File: config.mk
export PLATFORM = sky130hd
export DESIGN_NAME = id_control_stage
export DESIGN_NICKNAME = d
export VERILOG_FILES = /design/src/rtl/control_pkg.sv /design/src/rtl/control_decoder.sv /design/src/rtl/id_control_stage.sv
export SDC_FILE = /design/constraint.sdc
export NUM_CORES = 1
export LEC_CHECK = 0
export CAP_MARGIN = 20
export CORE_MARGIN = 1.5
export CORE_UTILIZATION = 45
export CTS_CLUSTER_DIAMETER = 80
export DETAILED_ROUTE_END_ITERATION = 7
export GPL_ROUTABILITY_DRIVEN = 0
export PLACE_DENSITY_LB_ADDON = 0.05
export SLEW_MARGIN = 10
export SYNTH_ARGS = -nofsm -noshare
export SYNTH_HDL_FRONTEND = slang
export SYNTH_HIERARCHICAL = 1
export SYNTH_SLANG_ARGS = --single-unit
File: constraint.sdc
create_clock -name clk -period 5.5 [get_ports clk]
set_input_delay 1.375 -clock clk [delete_from_list [all_inputs] [get_ports clk]]
set_output_delay 1.375 -clock clk [all_outputs]
set_load 0.1 [all_outputs]
File: src/rtl/control_pkg.sv
// Shared types for the ID/EX control word: layout, ALU op codes, operand and
// writeback selects, RV32I opcodes. Also consumed by the control_out agent.
package control_pkg;

  typedef enum logic [3:0] {
    ALU_ADD   = 4'd0,
    ALU_SUB   = 4'd1,
    ALU_SLL   = 4'd2,
    ALU_SLT   = 4'd3,
    ALU_SLTU  = 4'd4,
    ALU_XOR   = 4'd5,
    ALU_SRL   = 4'd6,
    ALU_SRA   = 4'd7,
    ALU_OR    = 4'd8,
    ALU_AND   = 4'd9,
    ALU_PASSB = 4'd10
  } alu_op_e;

  localparam logic [1:0] SRC_A_RS1  = 2'd0;
  localparam logic [1:0] SRC_A_PC   = 2'd1;
  localparam logic [1:0] SRC_A_ZERO = 2'd2;
  localparam logic [1:0] SRC_B_RS2  = 2'd0;
  localparam logic [1:0] SRC_B_IMM  = 2'd1;
  localparam logic [1:0] SRC_B_C4   = 2'd2;
  localparam logic [1:0] WB_ALU     = 2'd0;
  localparam logic [1:0] WB_MEM     = 2'd1;
  localparam logic [1:0] WB_PC4     = 2'd2;

  localparam logic [6:0] OP_LUI    = 7'b0110111;
  localparam logic [6:0] OP_AUIPC  = 7'b0010111;
  localparam logic [6:0] OP_JAL    = 7'b1101111;
  localparam logic [6:0] OP_JALR   = 7'b1100111;
  localparam logic [6:0] OP_BRANCH = 7'b1100011;
  localparam logic [6:0] OP_LOAD   = 7'b0000011;
  localparam logic [6:0] OP_STORE  = 7'b0100011;
  localparam logic [6:0] OP_IMM    = 7'b0010011;
  localparam logic [6:0] OP_REG    = 7'b0110011;
  localparam logic [6:0] OP_FENCE  = 7'b0001111;
  localparam logic [6:0] OP_SYSTEM = 7'b1110011;

  typedef struct packed {
    logic [8:0] reserved;
    logic       illegal;
    logic [2:0] branch_funct3;
    logic       is_jalr;
    logic       is_jal;
    logic       is_branch;
    logic [1:0] wb_sel;
    logic       reg_write;
    logic       mem_unsigned;
    logic [1:0] mem_size;
    logic       mem_write;
    logic       mem_read;
    logic [1:0] alu_src_b;
    logic [1:0] alu_src_a;
    alu_op_e    alu_op;
  } control_type;

  typedef enum logic [1:0] {ST_EMPTY, ST_LOADED, ST_BUBBLE} state_e;

  // alt selects SUB/SRA (funct7[5]) where that encoding exists
  function automatic alu_op_e alu_from_f3(input logic [2:0] f3, input logic alt);
    case (f3)
      3'b000:  return alt ? ALU_SUB : ALU_ADD;
      3'b001:  return ALU_SLL;
      3'b010:  return ALU_SLT;
      3'b011:  return ALU_SLTU;
      3'b100:  return ALU_XOR;
      3'b101:  return alt ? ALU_SRA : ALU_SRL;
      3'b110:  return ALU_OR;
      default: return ALU_AND;
    endcase
  endfunction

endpackage

File: src/rtl/control_decoder.sv
// Combinational RV32I decode into control_type. CONTROL_OUT_ILLEGAL_TRAP_EN
// makes undecodable encodings produce an illegal-only word instead of a NOP.
module control_decoder
  import control_pkg::*;
(
  input  logic [31:0] instr,
  output control_type ctrl,
  output logic        uses_rs1,
  output logic        uses_rs2,
  output logic [4:0]  rs1,
  output logic [4:0]  rs2,
  output logic [4:0]  rd
);

  logic [6:0] opcode, f7;
  logic [2:0] f3;
  logic       bad;

  assign opcode = instr[6:0];
  assign rd     = instr[11:7];
  assign f3     = instr[14:12];
  assign rs1    = instr[19:15];
  assign rs2    = instr[24:20];
  assign f7     = instr[31:25];

  always_comb begin
    ctrl     = '0;
    uses_rs1 = 1'b0;
    uses_rs2 = 1'b0;
    bad      = 1'b0;
    case (opcode)
      OP_LUI: begin
        ctrl.alu_op = ALU_PASSB; ctrl.alu_src_a = SRC_A_ZERO;
        ctrl.alu_src_b = SRC_B_IMM; ctrl.reg_write = 1'b1;
      end
      OP_AUIPC: begin
        ctrl.alu_src_a = SRC_A_PC; ctrl.alu_src_b = SRC_B_IMM; ctrl.reg_write = 1'b1;
      end
      OP_JAL: begin
        ctrl.alu_src_a = SRC_A_PC; ctrl.alu_src_b = SRC_B_IMM;
        ctrl.reg_write = 1'b1; ctrl.wb_sel = WB_PC4; ctrl.is_jal = 1'b1;
      end
      OP_JALR: begin
        bad = (f3 != 3'b000);
        ctrl.alu_src_b = SRC_B_IMM; ctrl.reg_write = 1'b1;
        ctrl.wb_sel = WB_PC4; ctrl.is_jalr = 1'b1; uses_rs1 = 1'b1;
      end
      OP_BRANCH: begin
        bad = (f3 == 3'b010) || (f3 == 3'b011);
        ctrl.alu_op = ALU_SUB; ctrl.is_branch = 1'b1; ctrl.branch_funct3 = f3;
        uses_rs1 = 1'b1; uses_rs2 = 1'b1;
      end
      OP_LOAD: begin
        bad = (f3 == 3'b011) || (f3 == 3'b110) || (f3 == 3'b111);
        ctrl.alu_src_b = SRC_B_IMM; ctrl.mem_read = 1'b1; ctrl.mem_size = f3[1:0];
        ctrl.mem_unsigned = f3[2]; ctrl.reg_write = 1'b1; ctrl.wb_sel = WB_MEM;
        uses_rs1 = 1'b1;
      end
      OP_STORE: begin
        bad = (f3[2] == 1'b1) || (f3 == 3'b011);
        ctrl.alu_src_b = SRC_B_IMM; ctrl.mem_write = 1'b1; ctrl.mem_size = f3[1:0];
        uses_rs1 = 1'b1; uses_rs2 = 1'b1;
      end
      OP_IMM: begin
        if (f3 == 3'b001)      bad = (f7 != 7'b0000000);
        else if (f3 == 3'b101) bad = (f7 != 7'b0000000) && (f7 != 7'b0100000);
        ctrl.alu_op = alu_from_f3(f3, (f3 == 3'b101) && f7[5]);
        ctrl.alu_src_b = SRC_B_IMM; ctrl.reg_write = 1'b1; uses_rs1 = 1'b1;
      end
      OP_REG: begin
        bad = !((f7 == 7'b0000000) ||
                ((f7 == 7'b0100000) && ((f3 == 3'b000) || (f3 == 3'b101))));
        ctrl.alu_op = alu_from_f3(f3, f7[5]);
        ctrl.reg_write = 1'b1; uses_rs1 = 1'b1; uses_rs2 = 1'b1;
      end
      OP_FENCE, OP_SYSTEM: ;  // no execute-side effect; passes as a NOP
      default: bad = 1'b1;
    endcase
    if (bad) begin
      ctrl     = '0;
      uses_rs1 = 1'b0;
      uses_rs2 = 1'b0;
`ifdef CONTROL_OUT_ILLEGAL_TRAP_EN
      ctrl.illegal = 1'b1;
`endif
    end
  end

endmodule

File: src/rtl/id_control_stage.sv
// ID/EX control register: decode, load-use bubble insertion, stall/flush and a
// saturating bubble counter. CONTROL_OUT_ILLEGAL_TRAP_EN enables illegal_flag.
module id_control_stage
  import control_pkg::*;
#(
  parameter int CTRL_W = 32,
  parameter int CNT_W  = 16
) (
  input  logic              clk,
  input  logic              reset,
  input  logic [31:0]       instr_in,
  input  logic              instr_valid,
  output logic              instr_ready,
  input  logic              stall_in,
  input  logic              flush_in,
  output logic [CTRL_W-1:0] control_out,
  output logic              control_valid,
  output logic [4:0]        rd_out,
  output logic              illegal_flag,
  output logic [CNT_W-1:0]  bubble_count
);

  if (CTRL_W != $bits(control_type)) begin : g_bad_ctrl_w
    $error("CTRL_W must equal $bits(control_type)");
  end

  control_type dec_ctrl, ctrl_q;
  logic        uses_rs1, uses_rs2, hazard, accept;
  logic [4:0]  rs1, rs2, rd;
  state_e      state_q, state_d;

  control_decoder u_dec (
    .instr(instr_in), .ctrl(dec_ctrl), .uses_rs1(uses_rs1), .uses_rs2(uses_rs2),
    .rs1(rs1), .rs2(rs2), .rd(rd)
  );

  assign control_valid = (state_q == ST_LOADED);
  assign control_out   = ctrl_q;

  // load in EX whose result the incoming instruction reads; x0 never conflicts
  assign hazard = control_valid && ctrl_q.mem_read && (rd_out != 5'd0) && instr_valid &&
                  ((uses_rs1 && (rs1 == rd_out)) || (uses_rs2 && (rs2 == rd_out)));
  assign instr_ready = !stall_in && !hazard && !flush_in;
  assign accept      = instr_valid && instr_ready;

  always_comb begin
    state_d = ST_EMPTY;
    if (flush_in)      state_d = ST_EMPTY;
    else if (stall_in) state_d = state_q;
    else if (hazard)   state_d = ST_BUBBLE;
    else if (accept)   state_d = ST_LOADED;
  end

  always_ff @(posedge clk or posedge reset) begin
    if (reset) state_q <= ST_EMPTY;
    else       state_q <= state_d;
  end

  always_ff @(posedge clk or posedge reset) begin
    if (reset) begin
      ctrl_q       <= '0;
      rd_out       <= '0;
      bubble_count <= '0;
    end else if (flush_in) begin
      ctrl_q <= '0;
      rd_out <= '0;
    end else if (stall_in) begin
      ctrl_q <= ctrl_q;
    end else if (hazard) begin
      ctrl_q <= '0;
      rd_out <= '0;
      if (bubble_count != {CNT_W{1'b1}}) bubble_count <= bubble_count + 1'b1;
    end else if (accept) begin
      ctrl_q <= dec_ctrl;
      rd_out <= dec_ctrl.reg_write ? rd : 5'd0;
    end else begin
      ctrl_q <= '0;
      rd_out <= '0;
    end
  end

`ifdef CONTROL_OUT_ILLEGAL_TRAP_EN
  always_ff @(posedge clk or posedge reset) begin
    if (reset)                          illegal_flag <= 1'b0;
    else if (accept && dec_ctrl.illegal) illegal_flag <= 1'b1;
  end
`else
  assign illegal_flag = 1'b0;
`endif

endmodule

After elaboration in Yosys (flattened, before gate mapping)
Index checks and enable logic that the tools add are counted.
{"block": "totals", "register_bits": 55}
{"block": "classes", "n_eq_ne": 25, "n_addsub": 1, "muxes": 40, "n_reduce_logical": 37, "bitwise": 2}
{"cell": "32-bit 2-to-1 mux", "n": 4}
{"cell": "4-bit case mux with 7 select lines", "n": 2}
{"cell": "7-bit by 6-bit equality test with 1-bit output (second input constant)", "n": 4}
{"cell": "7-bit equality test (second input constant)", "n": 4}
{"cell": "5-bit 2-to-1 mux", "n": 5}
{"cell": "22-bit 2-to-1 mux", "n": 1}
{"cell": "1-bit 2-to-1 mux", "n": 19}
{"cell": "16-bit by 1-bit adder with 16-bit output (second input constant)", "n": 1}
{"cell": "16-bit inequality test (second input constant)", "n": 1}
{"cell": "4-bit case mux with 4 select lines", "n": 1}
{"cell": "7-bit by 5-bit equality test with 1-bit output (second input constant)", "n": 2}
{"cell": "7-bit OR reduction", "n": 2}
{"cell": "3-bit equality test (second input constant)", "n": 4}
{"cell": "1-bit logical AND", "n": 12}
{"cell": "5-bit equality test", "n": 2}
{"cell": "2-bit 2-to-1 mux", "n": 4}
{"cell": "2-bit case mux with 2 select lines", "n": 2}
{"cell": "7-bit by 2-bit equality test with 1-bit output (second input constant)", "n": 1}
{"cell": "7-bit by 4-bit equality test with 1-bit output (second input constant)", "n": 1}
{"cell": "7-bit zero test", "n": 1}
{"cell": "1-bit logical OR", "n": 7}
{"cell": "7-bit by 6-bit inequality test with 1-bit output (second input constant)", "n": 1}
{"cell": "1-bit case mux with 7 select lines", "n": 1}
{"cell": "7-bit nonzero test", "n": 1}
{"cell": "other kinds (15)", "n": 22}

Logic depth before layout (Yosys ltp)
{"block": "depth", "word_depth": 18, "ltp_mapped": 11}

Cells and area by module
The synthesis kept the hierarchy.
{"mod": "id_control_stage", "cells_each": 185, "instances": 1, "seq_area_each_um2": 1376.3, "area_each_um2": 2473.6}
{"mod": "control_decoder", "cells_each": 117, "instances": 1, "seq_area_each_um2": 0.0, "area_each_um2": 807.0}

Least setup slack after synthesis
OpenSTA, ideal clock, no wires.
{"block": "synth_path", "path_type": "input-to-output", "startpoint": "input instr_in[26]", "endpoint": "output instr_ready", "required_time_ns": 4.125, "slack_ns": 0.250, "path_buffers": 0, "arrival_ns": 3.875, "stages": 9, "path_cell_list": "or4_1 > o32a_1 > o31ai_4 > nand4_4 > a2111oi_4 > nand2_1 > o22ai_2 > nand3_1 > and2_1"}
{"block": "synth_via", "elab_chain_len": 12, "elab_cells_between_ends": 20, "cone_classes": "eq/ne: 2; mux: 5; reduce/logical: 13"}
{"item": "start: declaration", "line_no": "id_control_stage.sv:11", "text": "input logic [31:0] instr_in,"}
{"item": "7-bit by 6-bit inequality test with 1-bit output, or another cell as far along", "line_no": "control_decoder.sv:66", "text": "else if (f3 == 3'b101) bad = (f7 != 7'b0000000) && (f7 != 7'b0100000);"}
{"item": "1-bit logical AND, on equally long branches", "line_no": "control_decoder.sv:66, control_decoder.sv:72"}
{"item": "1-bit 2-to-1 mux / 1-bit logical OR (equally long branches)", "line_no": "control_decoder.sv:66, control_decoder.sv:71"}
{"item": "1-bit 2-to-1 mux / 1-bit zero test (equally long branches)", "line_no": "control_decoder.sv:65, control_decoder.sv:71"}
{"item": "1-bit case mux with 7 select lines (*)", "line_no": "control_decoder.sv:31", "text": "case (opcode)"}
{"item": "1-bit 2-to-1 mux (*)", "line_no": "control_decoder.sv:79", "text": "if (bad) begin"}
{"item": "net uses_rs2", "line_no": "id_control_stage.sv:28", "text": "logic uses_rs1, uses_rs2, hazard, accept;"}
{"item": "1-bit logical AND (*)", "line_no": "id_control_stage.sv:42", "text": "((uses_rs1 && (rs1 == rd_out)) || (uses_rs2 && (rs2 == rd_out)));"}
{"item": "1-bit logical OR (*)", "line_no": "id_control_stage.sv:42"}
{"item": "1-bit logical AND (*)", "line_no": "id_control_stage.sv:41", "text": "assign hazard = control_valid && ctrl_q.mem_read && (rd_out != 5'd0) && instr_valid &&"}
{"item": "1-bit zero test (*)", "line_no": "id_control_stage.sv:43", "text": "assign instr_ready = !stall_in && !hazard && !flush_in;"}
{"item": "1-bit logical AND (*) (2 in a row)", "line_no": "id_control_stage.sv:43"}
{"item": "end: declaration", "line_no": "id_control_stage.sv:13", "text": "output logic instr_ready,"}
The timed path passes the listed nets; every way through them passes the cells marked *.

Worst setup path in the final report
Ends and elaborated chain as after synthesis.

==> summary.md <==
| Metric | Value |
|---|---|
| Final ANT Viol Nets | `0` |
| Post-synth top area cell | `dfrtp_1` |
| Hold Violations, Final | `0` |
| Post-synth EDFFs | `0` |
| Avg Cell Area, Syn | `10.9 µm²` |
| DR vias | `2528` |
| CP endpoint | `instr_ready` |
| Vias in the first global route | `2354` |
| Max Slew Vio Count | `0` |
| Skew final | `0.00969 ns` |
| Die ar. | `0.00781 mm²` |
| Vias per inst | `5.34` |
| Iter 0 DRT Violations | `111` |
| Clock buffer depth | `2` |
| Post-DP HPWL | `5.24 mm` |
| # port buffers | `91` |
| Gr usage total | `18.7%` |
| Post-Layout Cell Count | `473` |
| Max-slew headroom | `31.7%` |
| CTS HTree Levels | `2` |
| Most common cell after layout, fill and taps aside | `clkdlybuf4s50_1` |
| Pre-antenna DRT Iters | `4` |
| Unrepaired setup endpoints after global routing | `no` |
| Setup repair bufs after CTS | `0` |
| Post-Synthesis Cells | `302` |
| Worst reg2reg endpoint | `rd_out[3]` |
| TNS Setup | `0 ns` |
| Sink Count | `55` |
| Status | `completed` |
| Core Area | `0.00691 mm²` |
| Post-synthesis register bit count | `55` |
| Rows | `30` |
| Max frequency | `0.190 GHz` |
| Global-route wire length before repair | `11.5 mm` |
| Worst Setup End Kind | `output port` |
| WL final | `7.17 mm` |
| Worst VDD drop | `103 µV` |
| NumNets Final | `414` |
| Ports | `93` |
| Clock Latency Late Sink | `0.31 ns` |
| Post-route clock period utilization | `95.5%` |
| Static leakage | `0.00180 µW` |
| Kind of critical path | `input port to output port` |
| Crit path launch | `instr_in[26]` |
| Initial antenna violation count | `0` |
| DRC viols | `0` |
| Pwr Density | `194 mW/mm²` |
| Synth Warn # | `6` |
| Fill count | `605` |
| Nature of the critical path startpoint | `input port` |
| WP data required | `4.12 ns` |
| Sequential share of the synthesized area | `42.0%` |
| Top cell type's share of synthesized area | `42.0%` |
| Synthesis-to-finish area growth | `29.2%` |
| CTS Buf Count | `5` |
| Worst-Margin Slew | `1.02 ns` |
| Unique masters post-synth | `61` |
| Reg2reg setup slack | `3.10 ns` |
| CTS clk-pin slew, worst paths | `0.11 ns` |
| Die Y | `88.4 µm` |
| Initial Util | `47.5%` |
| Worst Hold Class | `register to register` |
| Cts repair resizes | `0` |
| Cells after DPL | `465` |
| Async S/R FF share, synth | `100%` |
| # setup viols final | `0` |
| RR Startpoint | `rd_out[3]` |
| Ys flop type | `dfrtp_1` |
| Fin crit period | `5.25 ns` |
| CP max FO | `3` |
| Most frequent cells in the layout | `90 x clkdlybuf4s50_1, 55 x dfrtp_1, 32 x a22o_1, 21 x xnor2_1, 18 x nand2_1` |
| Hold_buf cts | `0` |
| Largest cells by area after synthesis | `dfrtp_1 42%, a22o_1 8.5%, buf_4 6.4%` |
| Avg WL per Cell | `15.2 µm` |
| Critical Path AT | `3.88 ns` |
| Pin count of the biggest net entering global routing | `56` |
| CTS tree | `built` |
| Die X | `88.4 µm` |
| Share of layout cells above drive strength 1 | `12.2%` |
| Syn Std Cell Area | `0.00328 mm²` |
| Number of antenna diodes | `0` |
| Grt total ovfl | `0` |
| Reg2Reg Depth | `4` |
| # Max-Cap Violations | `0` |
| Root Driver | `clkbuf_8` |
where the power goes:
| group | switching [µW] | total (µW) | leakage (µW) | internal [µW] |
|---|---|---|---|---|
| registers | 2.28 | 410 | 0.000764 | 408 |
| clock network | 143 | 282 | 0.0000587 | 138 |
| logic | 81.2 | 131 | 0.000972 | 49.5 |
metal layers:
metal | global-route usage, % | wire length [µm]
met3 | 3.26 | 348
met1 | 25.3 | 3170
met5 | 0 | 0
met4 | 3.84 | 25
met2 | 31.8 | 3630
worst max-delay path, cell delays in order:
cell and delay (ns):
clkdlybuf4s50_1 0.39, or4_1 0.51, o32a_1 0.35, o31ai_4 0.22, nand4_4 0.15, a2111oi_4 0.21, nand2_1 0.10, o22ai_2 0.11
nand3_1 0.10, and2_1 0.18, buf_12 0.17
final cells by class:
class,count,area [µm²],area share (%)
multi-input combinational,207,1600,37.8
sequential,55,1380,32.5
timing repair buffer,102,1000,23.7
tap,96,120,2.83
clock buffer,5,68.8,1.62
clock inverter,3,47.5,1.12
inverter,5,18.8,0.443
cells by family (layout without fill, tap and decap cells):
group           Yosys count  count (layout)  share of synthesized area [%]
simple gates             97              97                           20.1
flops                    55              55                           42.0
xor+xnor                 25              25                           6.67
mux                       3               3                          0.953
fa+ha+maj                 1               1                          0.381
buf+inv                  50             115                           10.4
compound gates           69              69                           19.4
other cells               2              12                          0.229
cell usage after synthesis, drive strengths merged (4+ instances only):
| library cell | instances |
|---|---|
| a21oi | 5 |
| a22o | 32 |
| a32o | 6 |
| and2 | 6 |
| and3 | 12 |
| and4 | 5 |
| buf | 37 |
| clkbuf | 8 |
| dfrtp | 55 |
| inv | 5 |
| nand2 | 18 |
| nand3 | 8 |
| nand4 | 10 |
| nor2 | 12 |
| nor2b | 5 |
| nor4b | 4 |
| o21ai | 8 |
| xnor2 | 21 |
| xor2 | 4 |
flip-flops by register name, summed over array words and instances, names as in the netlist:
register	count
rd_out	5
control_out	32
state_q	2
bubble_count	16
metrics by stage:
step           cell area (µm²)  hold WS [ns]  util, %  power, µW  worst slack [ns]
5_1_grt                   4240         0.528     61.4        857            0.0963
3_3_place_gp              4120         0.471     59.7        549             0.235
3_5_place_dp              4120         0.483     59.7        549             0.227
6_report                  4240         0.498     61.4        822             0.247
4_1_cts                   4240         0.506     61.4        830             0.227
2_1_floorplan             3320         0.456        -        514             0.250
worst min path at each step:
stage                         start         endpoint  slack, ns  cells after the start
floorplan                state_q[0]       state_q[0]       0.46                      1
global placement         state_q[0]       state_q[0]       0.47                      1
detailed placement       state_q[0]       state_q[0]       0.48                      1
CTS                 bubble_count[5]  bubble_count[5]       0.51                      1
global route        bubble_count[5]  bubble_count[5]       0.53                      1
finish              bubble_count[5]  bubble_count[5]       0.50                      1
(Power assumes the default switching activity.)
